==> config.mk <==
export PLATFORM = sky130hd
export DESIGN_NAME = uart_cmd_controller
export DESIGN_NICKNAME = d
export VERILOG_FILES = /design/src/rtl/uart_cmd_controller.sv
export SDC_FILE = /design/constraint.sdc
export NUM_CORES = 1
export LEC_CHECK = 0
export BUFFER_PORTS_ARGS = -buffer_cell sky130_fd_sc_hd__clkbuf_2
export CORE_ASPECT_RATIO = 1.5
export CORE_MARGIN = 10
export CORE_UTILIZATION = 40
export CTS_CLUSTER_DIAMETER = 50
export DETAILED_ROUTE_END_ITERATION = 10
export PLACE_DENSITY = 0.63
export SYNTH_ARGS = -nofsm -noshare
export SYNTH_HDL_FRONTEND = slang
export SYNTH_SLANG_ARGS = --single-unit
==> constraint.sdc <==
create_clock -name clk_115200hz -period 2.5 [get_ports clk_115200hz]
set_input_delay 0.625 -clock clk_115200hz [delete_from_list [all_inputs] [get_ports clk_115200hz]]
set_output_delay 0.625 -clock clk_115200hz [all_outputs]
set_load 0.05 [all_outputs]
==> src/rtl/uart_cmd_controller.sv <==
// Sequences a {command, address} UART frame into a sensor req/ack transaction and
// returns the {code, data} reply to the UART transmitter one byte at a time.
module uart_cmd_controller #(
  parameter int unsigned TIMEOUT_CYCLES   = 230400,
  parameter int unsigned INTERBYTE_CYCLES = 11520,
  parameter int unsigned MAX_ADDR         = 31
) (
  input  logic       clk_115200hz,
  input  logic       reset,
  input  logic [7:0] rx_data,
  input  logic       rx_control,
  output logic       sens_req,
  output logic [1:0] sens_cmd,
  output logic [4:0] sens_addr,
  input  logic       sens_ack,
  input  logic [7:0] sens_data,
  input  logic       sens_err,
  output logic [7:0] tx_data,
  output logic       tx_start,
  input  logic       tx_busy,
  output logic       busy
);

  typedef enum logic [3:0] {
    StIdle, StGetAddr, StCheck, StReq, StWaitAck, StSend1, StWait1, StSend2, StWait2
  } state_e;

  localparam logic [23:0] IbLast  = 24'(INTERBYTE_CYCLES - 1);
  localparam logic [23:0] ToLast  = 24'(TIMEOUT_CYCLES - 1);
  localparam logic [7:0]  MaxAddr = 8'(MAX_ADDR);

  state_e      state_q, state_d;
  logic        rx_prev_q;
  logic [23:0] cnt_q, cnt_d;
  logic [7:0]  cmd_q, cmd_d, addr_q, addr_d;
  logic [7:0]  code_q, code_d, data_q, data_d;
  logic [7:0]  tx_data_q, tx_data_d;
  logic        sens_req_q, sens_req_d;
  logic [1:0]  sens_cmd_q, sens_cmd_d;
  logic [4:0]  sens_addr_q, sens_addr_d;
  logic        rx_event, frame_ok;

  assign rx_event = rx_control & ~rx_prev_q;
  assign frame_ok = (cmd_q >= 8'd1) && (cmd_q <= 8'd3) && (addr_q <= MaxAddr);

  always_ff @(posedge clk_115200hz) begin
    if (reset) begin
      state_q     <= StIdle;
      rx_prev_q   <= 1'b0;
      cnt_q       <= '0;
      cmd_q       <= '0;
      addr_q      <= '0;
      code_q      <= '0;
      data_q      <= '0;
      tx_data_q   <= '0;
      sens_req_q  <= 1'b0;
      sens_cmd_q  <= '0;
      sens_addr_q <= '0;
    end else begin
      state_q     <= state_d;
      rx_prev_q   <= rx_control;
      cnt_q       <= cnt_d;
      cmd_q       <= cmd_d;
      addr_q      <= addr_d;
      code_q      <= code_d;
      data_q      <= data_d;
      tx_data_q   <= tx_data_d;
      sens_req_q  <= sens_req_d;
      sens_cmd_q  <= sens_cmd_d;
      sens_addr_q <= sens_addr_d;
    end
  end

  always_comb begin
    state_d     = state_q;
    cnt_d       = cnt_q;
    cmd_d       = cmd_q;
    addr_d      = addr_q;
    code_d      = code_q;
    data_d      = data_q;
    tx_data_d   = tx_data_q;
    sens_req_d  = sens_req_q;
    sens_cmd_d  = sens_cmd_q;
    sens_addr_d = sens_addr_q;
    tx_start    = 1'b0;

    unique case (state_q)
      StIdle: begin
        if (rx_event) begin
          cmd_d   = rx_data;
          cnt_d   = '0;
          state_d = StGetAddr;
        end
      end
      StGetAddr: begin
        if (rx_event) begin
          addr_d  = rx_data;
          state_d = StCheck;
        end else if (cnt_q == IbLast) begin
          cnt_d   = '0;
          state_d = StIdle;
        end else begin
          cnt_d = cnt_q + 24'd1;
        end
      end
      StCheck: begin
        if (frame_ok) begin
          state_d = StReq;
        end else begin
          code_d  = 8'hEE;
          data_d  = 8'h00;
          state_d = StSend1;
        end
      end
      StReq: begin
        sens_req_d  = 1'b1;
        sens_cmd_d  = cmd_q[1:0];
        sens_addr_d = addr_q[4:0];
        cnt_d       = '0;
        state_d     = StWaitAck;
      end
      StWaitAck: begin
        // An ack arriving in the expiry cycle still yields a normal reply.
        if (sens_ack) begin
          sens_req_d = 1'b0;
          code_d     = sens_err ? 8'h1F : {6'b000010, cmd_q[1:0]};
          data_d     = sens_err ? 8'h00 : sens_data;
          state_d    = StSend1;
        end else if (cnt_q == ToLast) begin
          sens_req_d = 1'b0;
          code_d     = 8'hFD;
          data_d     = 8'h00;
          state_d    = StSend1;
        end else begin
          cnt_d = cnt_q + 24'd1;
        end
      end
      StSend1, StSend2: begin
        if (!tx_busy) begin
          tx_start  = 1'b1;
          tx_data_d = (state_q == StSend1) ? code_q : data_q;
          cnt_d     = '0;
          state_d   = (state_q == StSend1) ? StWait1 : StWait2;
        end
      end
      StWait1, StWait2: begin
        // The transmitter may not raise tx_busy until a cycle after tx_start.
        if (cnt_q == '0) begin
          cnt_d = 24'd1;
        end else if (!tx_busy) begin
          cnt_d   = '0;
          state_d = (state_q == StWait1) ? StSend2 : StIdle;
        end
      end
      default: state_d = StIdle;
    endcase
  end

  assign tx_data   = (state_q == StSend1) ? code_q :
                     (state_q == StSend2) ? data_q : tx_data_q;
  assign sens_req  = sens_req_q;
  assign sens_cmd  = sens_cmd_q;
  assign sens_addr = sens_addr_q;
  assign busy      = (state_q != StIdle);

endmodule

Word-level counts from Yosys, hierarchy flattened
Cells that the tools add are included.
- memory bits (writable): 0
- memory bits (read-only): 0
- logic and storage cells: 93
- output and inout bits: 18
- latch bits: 0
- bits in registers: 77
- memories: 0
- divide/modulo/power cells: 0
- multiply operators: 0
- equal/unequal tests: 20
- muxes and demuxes: 38
- shifts and indexed selects: 0
- add/subtract/negate cells: 1
- order comparisons: 3
- reduce and logical (&&, ||, !) cells: 17
- bitwise logic cells: 3
- operators by type and width (operator ; count):
    $mux 24 ; 7
    $pmux 24 s6 ; 1
    $mux 8 ; 10
    $mux 4 ; 9
    $pmux 8 s2 ; 2
    $pmux 4 s7 ; 1
    $add 24x1->24 const B ; 1
    $eq 24x14->1 const B ; 1
    $eq 24x18->1 const B ; 1
    $logic_not 24->1 ; 1
    $eq 4x3->1 const B ; 4
    $ne 2x2->1 const B ; 8
    $eq 4x2->1 const B ; 2
    $ge 8x1->1 const B ; 1
    $le 8x2->1 const B ; 1
    $le 8x5->1 const B ; 1
    $reduce_and 2->1 ; 4
    $mux 3 ; 2
    $ne 3x3->1 const B ; 2
    $reduce_and 6->1 ; 1
    $reduce_bool 6->1 ; 1
    $mux 5 ; 1
    $reduce_and 5->1 ; 1
    $eq 4x1->1 const B ; 1
    other kinds (11) ; 18

Logic depth before layout (Yosys ltp)
- word-level depth: 5
- mapped depth: 9

Worst setup path before layout
No wires, ideal clock.
- kind: reg2out
- start point: register state_q[2]
- end point: output port tx_data[5]
- stages on the path, launching flop included: 8
- arrival time: 2538 ps
- slack: -663 ps
- cells stage by stage: dfxtp_1 > clkbuf_1 > and2b_2 > nand2_1 > clkbuf_1 > clkbuf_1 > clkbuf_1 > o21ai_0
- cells in the longest elaborated chain, start to end: 3
- RTL lines (what ; RTL line ; source):
    from (decl) ; 32 ; state_e state_q, state_d;
    from (signal assigned) ; 48 ; state_q <= StIdle;
    from (signal assigned) ; 60 ; state_q <= state_d;
    $eq 4x3->1 ; 160 ; (state_q == StSend2) ? data_q : tx_data_q;
    $mux 8 ; 160 ;
    $mux 8 (*) ; 159 ; assign tx_data = (state_q == StSend1) ? code_q :
    to (decl) ; 18 ; output logic [7:0] tx_data,
Every way passes the cells marked *; elsewhere a longest branch is shown, timed or not.

Worst setup path after layout
- start point: register cnt_q[12]
- end point: register cnt_q[19]
- cells in the longest elaborated chain, start to end: 4
- RTL lines (what ; RTL line ; source):
    from (decl) ; 34 ; logic [23:0] cnt_q, cnt_d;
    from (signal assigned) ; 62 ; cnt_q <= cnt_d;
    $add 24x1->24 / $eq 24x14->1 (equally long branches) ; 103, 135, 99 ;
    $mux 24, on equally long branches ; 129, 99 ;
    $mux 24, on equally long branches ; 124, 96 ;
    $pmux 24 s6 ; 87 ; unique case (state_q)
Several ways; a longest one is shown, not always the timed one. The select of a mux whose other input is x is not followed.
A chain may end at the register's enable or synchronous reset.

==> flow_metrics.env <==
export IMPL_cts_tree="yes"
export IMPL_ir_drop_mv=0.500
export IMPL_relSlewSlack_pct=56.1
export IMPL_netlist_area_sq_um=4100
export IMPL_drv_cap=0
export IMPL_fmax_mhz=407
export IMPL_diodes=0
export IMPL_arrival_ns=2.69
export IMPL_syn_inst=507
export IMPL_dr_pass1_iters=4
export IMPL_path_delay_family="simple AND/OR/NAND/NOR gates"
export IMPL_avgSynthCellArea_sq_um=8.09
export IMPL_cp_start_kind="flip-flop"
export IMPL_clk_latency_ns=0.34
export IMPL_crit_type="flip-flop to flip-flop"
export IMPL_slew_viol_final=0
export IMPL_crit_slowest_cell="or4_4"
export IMPL_floorplan_initialDensity_pct=40.7
export IMPL_crit_top_cell="or4_4"
export IMPL_clk_pin_slew_ns=0.06
export IMPL_numCtsBuffers=9
export IMPL_power_density_nw_per_um2=568
export IMPL_io_pins=40
export IMPL_route_final_wire_length_mm=12.0
export IMPL_num_vias=4204
export IMPL_drtIter0Drc=126
export IMPL_multi_input_area_sq_um=2420
export IMPL_cts_hold_buffers=0
export IMPL_worst_path_buf_inv=0
export IMPL_grtUsageTotal_pct=17.0
export IMPL_fin_crit_ns=2.46
export IMPL_antenna_found_initial=0
export IMPL_fp_dieArea_sq_um=14800
export IMPL_crit_path_max_incr_delay_ns=0.56
export IMPL_async_flop_share_pct=0
export IMPL_area_delta_synth_final_pct=28.4
export IMPL_post_route_period_util_pct=98.4
export IMPL_synth_edf_count=0
export IMPL_syn_nets=531
export IMPL_synth_warnings=0
export IMPL_grt_pass1_vias=4180
export IMPL_leakage_uw=0.00209
export IMPL_design_core_area_sq_um=10100
export IMPL_hpwl_mm=9.00
export IMPL_synth_seq_cells=75
export IMPL_hold_path_class="flip-flop to flip-flop"
export IMPL_finalHoldWorstSlack_ns=0.452
export IMPL_die_height_microns=144
export IMPL_cp_required_ns=2.73
export IMPL_dp_cells=684
export IMPL_chipWidth_microns=103
export IMPL_rows=45
export IMPL_drc=0
export IMPL_postRouteAntennaNets=0
export IMPL_grt_max_degree=64
export IMPL_htreeDepth=3
export IMPL_status="finished, final reports clean"
export IMPL_tightest_slew_ns=0.658
export IMPL_ff_latch_area_sq_um=1500
export IMPL_nFillCells=933
export IMPL_root_buffer="clkbuf_16"
export IMPL_layout_drive_gt1_share_pct=24.4
export IMPL_gp_congestion=0.943
export IMPL_vias_per_cell=5.99
export IMPL_layout_nets=604
export IMPL_clock_sinks=75
export IMPL_stdcell_count=702
export IMPL_clockBufferDepth=2
export IMPL_hold_viol=0
export IMPL_setup_viol=0
export IMPL_ys_dominant_reg_cell="dfxtp_1"
export IMPL_crit_fanout=5
export IMPL_routedWlPerCell_microns=17.1
export IMPL_fin_worst_skew_ns=0.00683
export IMPL_endpoint_kind="flip-flop"
export IMPL_cp_cell_sequence="or4_4 > or4_4 > nor4b_4 > nor2_2 > o211a_1 > a211o_1"
export IMPL_grt_ovfl_total=0
export IMPL_synth_distinct_cells=68
export IMPL_grt_pass1_wl_mm=20.2
export IMPL_grt_setup_unrepaired="yes"
export IMPL_ys_seq_area_share_pct=36.6
export IMPL_portBuffers=39
[layout make-up]
type                            count  area share [%]
Timing Repair Buffer               99            15.8
Inverter                            8           0.570
Clock buffer                       11            4.61
Multi-Input combinational cell    387            46.0
Sequential cell                    75            28.5
Tap cell                          117            2.78
Clock inverter                      5            1.64
[tightest hold or removal path: stages, from the launching register on]
cell and delay [ns]:
dfxtp_1 0.31, nand2_1 0.05, a21oi_1 0.05
[stage by stage]
| step | setup TNS, ns | power [uW] | setup slack [ns] | utilization [%] | cell area [sq um] |
|---|---|---|---|---|---|
| after global placement | 0 | 1590 | 0.0204 | 48.6 | 4900 |
| after CTS | 0 | 3010 | 0.0575 | 51.9 | 5240 |
| after floorplan | 0 | 1460 | 0.0151 | - | 4150 |
| after global routing | -0.152 | 3100 | -0.0691 | 52.3 | 5270 |
| final | 0 | 2990 | 0.0412 | 52.3 | 5270 |
| after detailed placement | -0.0274 | 1600 | -0.0274 | 48.6 | 4900 |
[final timing paths]
kind,start,to,slack [ns],depth (start not counted)
max,cnt_q[12]$_SDFFE_PP0P_,cnt_q[19]$_SDFFE_PP0P_,0.04,6
min reg2reg,addr_q[4]$_SDFFE_PP0P_,sens_addr[4]$_SDFFE_PP0P_,0.45,2
max reg2reg,cnt_q[12]$_SDFFE_PP0P_,cnt_q[19]$_SDFFE_PP0P_,0.04,6
min,addr_q[4]$_SDFFE_PP0P_,sens_addr[4]$_SDFFE_PP0P_,0.45,2
[cell families after synthesis]
family | Yosys count | share of synthesized area [%]
AOI/OAI and AO/OA | 125 | 20.6
xor gates and xnor gates | 3 | 0.641
adders and majority gates | 2 | 0.610
buffers and inverters | 45 | 5.86
DFF | 75 | 36.6
muxes | 23 | 5.61
and+or+nand+nor | 234 | 30.1
[where the power goes]
| group | internal, uW | switching [uW] | leakage (uW) |
|---|---|---|---|
| clock network | 907 | 514 | 0.000160 |
| registers | 1220 | 17.3 | 0.000607 |
| logic | 137 | 201 | 0.00132 |
[flip-flops by register name, summed over array words and instances, names as in the netlist]
signal	flops
cnt_q	24
addr_q	8
cmd_q	8
data_q	8
tx_data_q	8
code_q	6
sens_addr	5
state_q	4
sens_cmd	2
rx_prev_q	1
sens_req	1
[cell usage in the layout (no fill, tap or decap), types with 4 or more instances in the layout]
cell,count
a21o_1,4
a21oi_1,28
a22oi_1,9
a311oi_1,6
and2_1,5
and3_1,8
and4_1,4
buf_12,13
buf_4,55
clkbuf_16,9
clkbuf_2,30
dfxtp_1,74
inv_1,8
mux2i_1,23
nand2_1,53
nand2b_1,4
nand3_1,23
nand4_1,8
nor2_1,54
nor2b_1,5
nor3_1,24
nor4_1,12
o21ai_0,17
o21ai_2,6
o22ai_1,7
o2bb2ai_1,11
o31ai_1,4
or4_1,5
[per-layer routing]
| metal | track usage (%) | share of wire (%) |
|---|---|---|
| met4 | 9.09 | 3.3 |
| met5 | 0 | 0 |
| met2 | 30.0 | 53 |
| met3 | 3.77 | 4.3 |
| met1 | 18.1 | 39 |
[Yosys cell counts (all sizes together) (4+ instances only)]
library cell / number / area share (%)
nand2b: 4 / 0.61
and4: 5 / 1.1
a22oi: 9 / 1.6
nor4: 15 / 2.7
o21ai: 27 / 3.3
a21oi: 28 / 3.4
nand4: 8 / 1.2
nor3: 24 / 2.9
buf: 8 / 1.4
o2bb2ai: 11 / 2.3
or4: 7 / 1.5
dfxtp: 75 / 37
a311oi: 6 / 1.3
o31ai: 4 / 0.73
and2: 5 / 0.76
nand3: 24 / 2.9
mux2i: 23 / 5.6
o22ai: 7 / 1.1
nor2: 56 / 5.4
inv: 8 / 0.73
nor2b: 5 / 0.76
nand2: 53 / 4.8
and3: 11 / 1.9
a21o: 4 / 0.73
clkbuf: 29 / 3.7
[repair_timing]
action / in CTS / in global routing
endpoints found under the setup margin: 1 / 18
resized for setup: 1 / 4
setup buffers: 0 / 2
No activity file was read; power rests on OpenSTA's default activity.
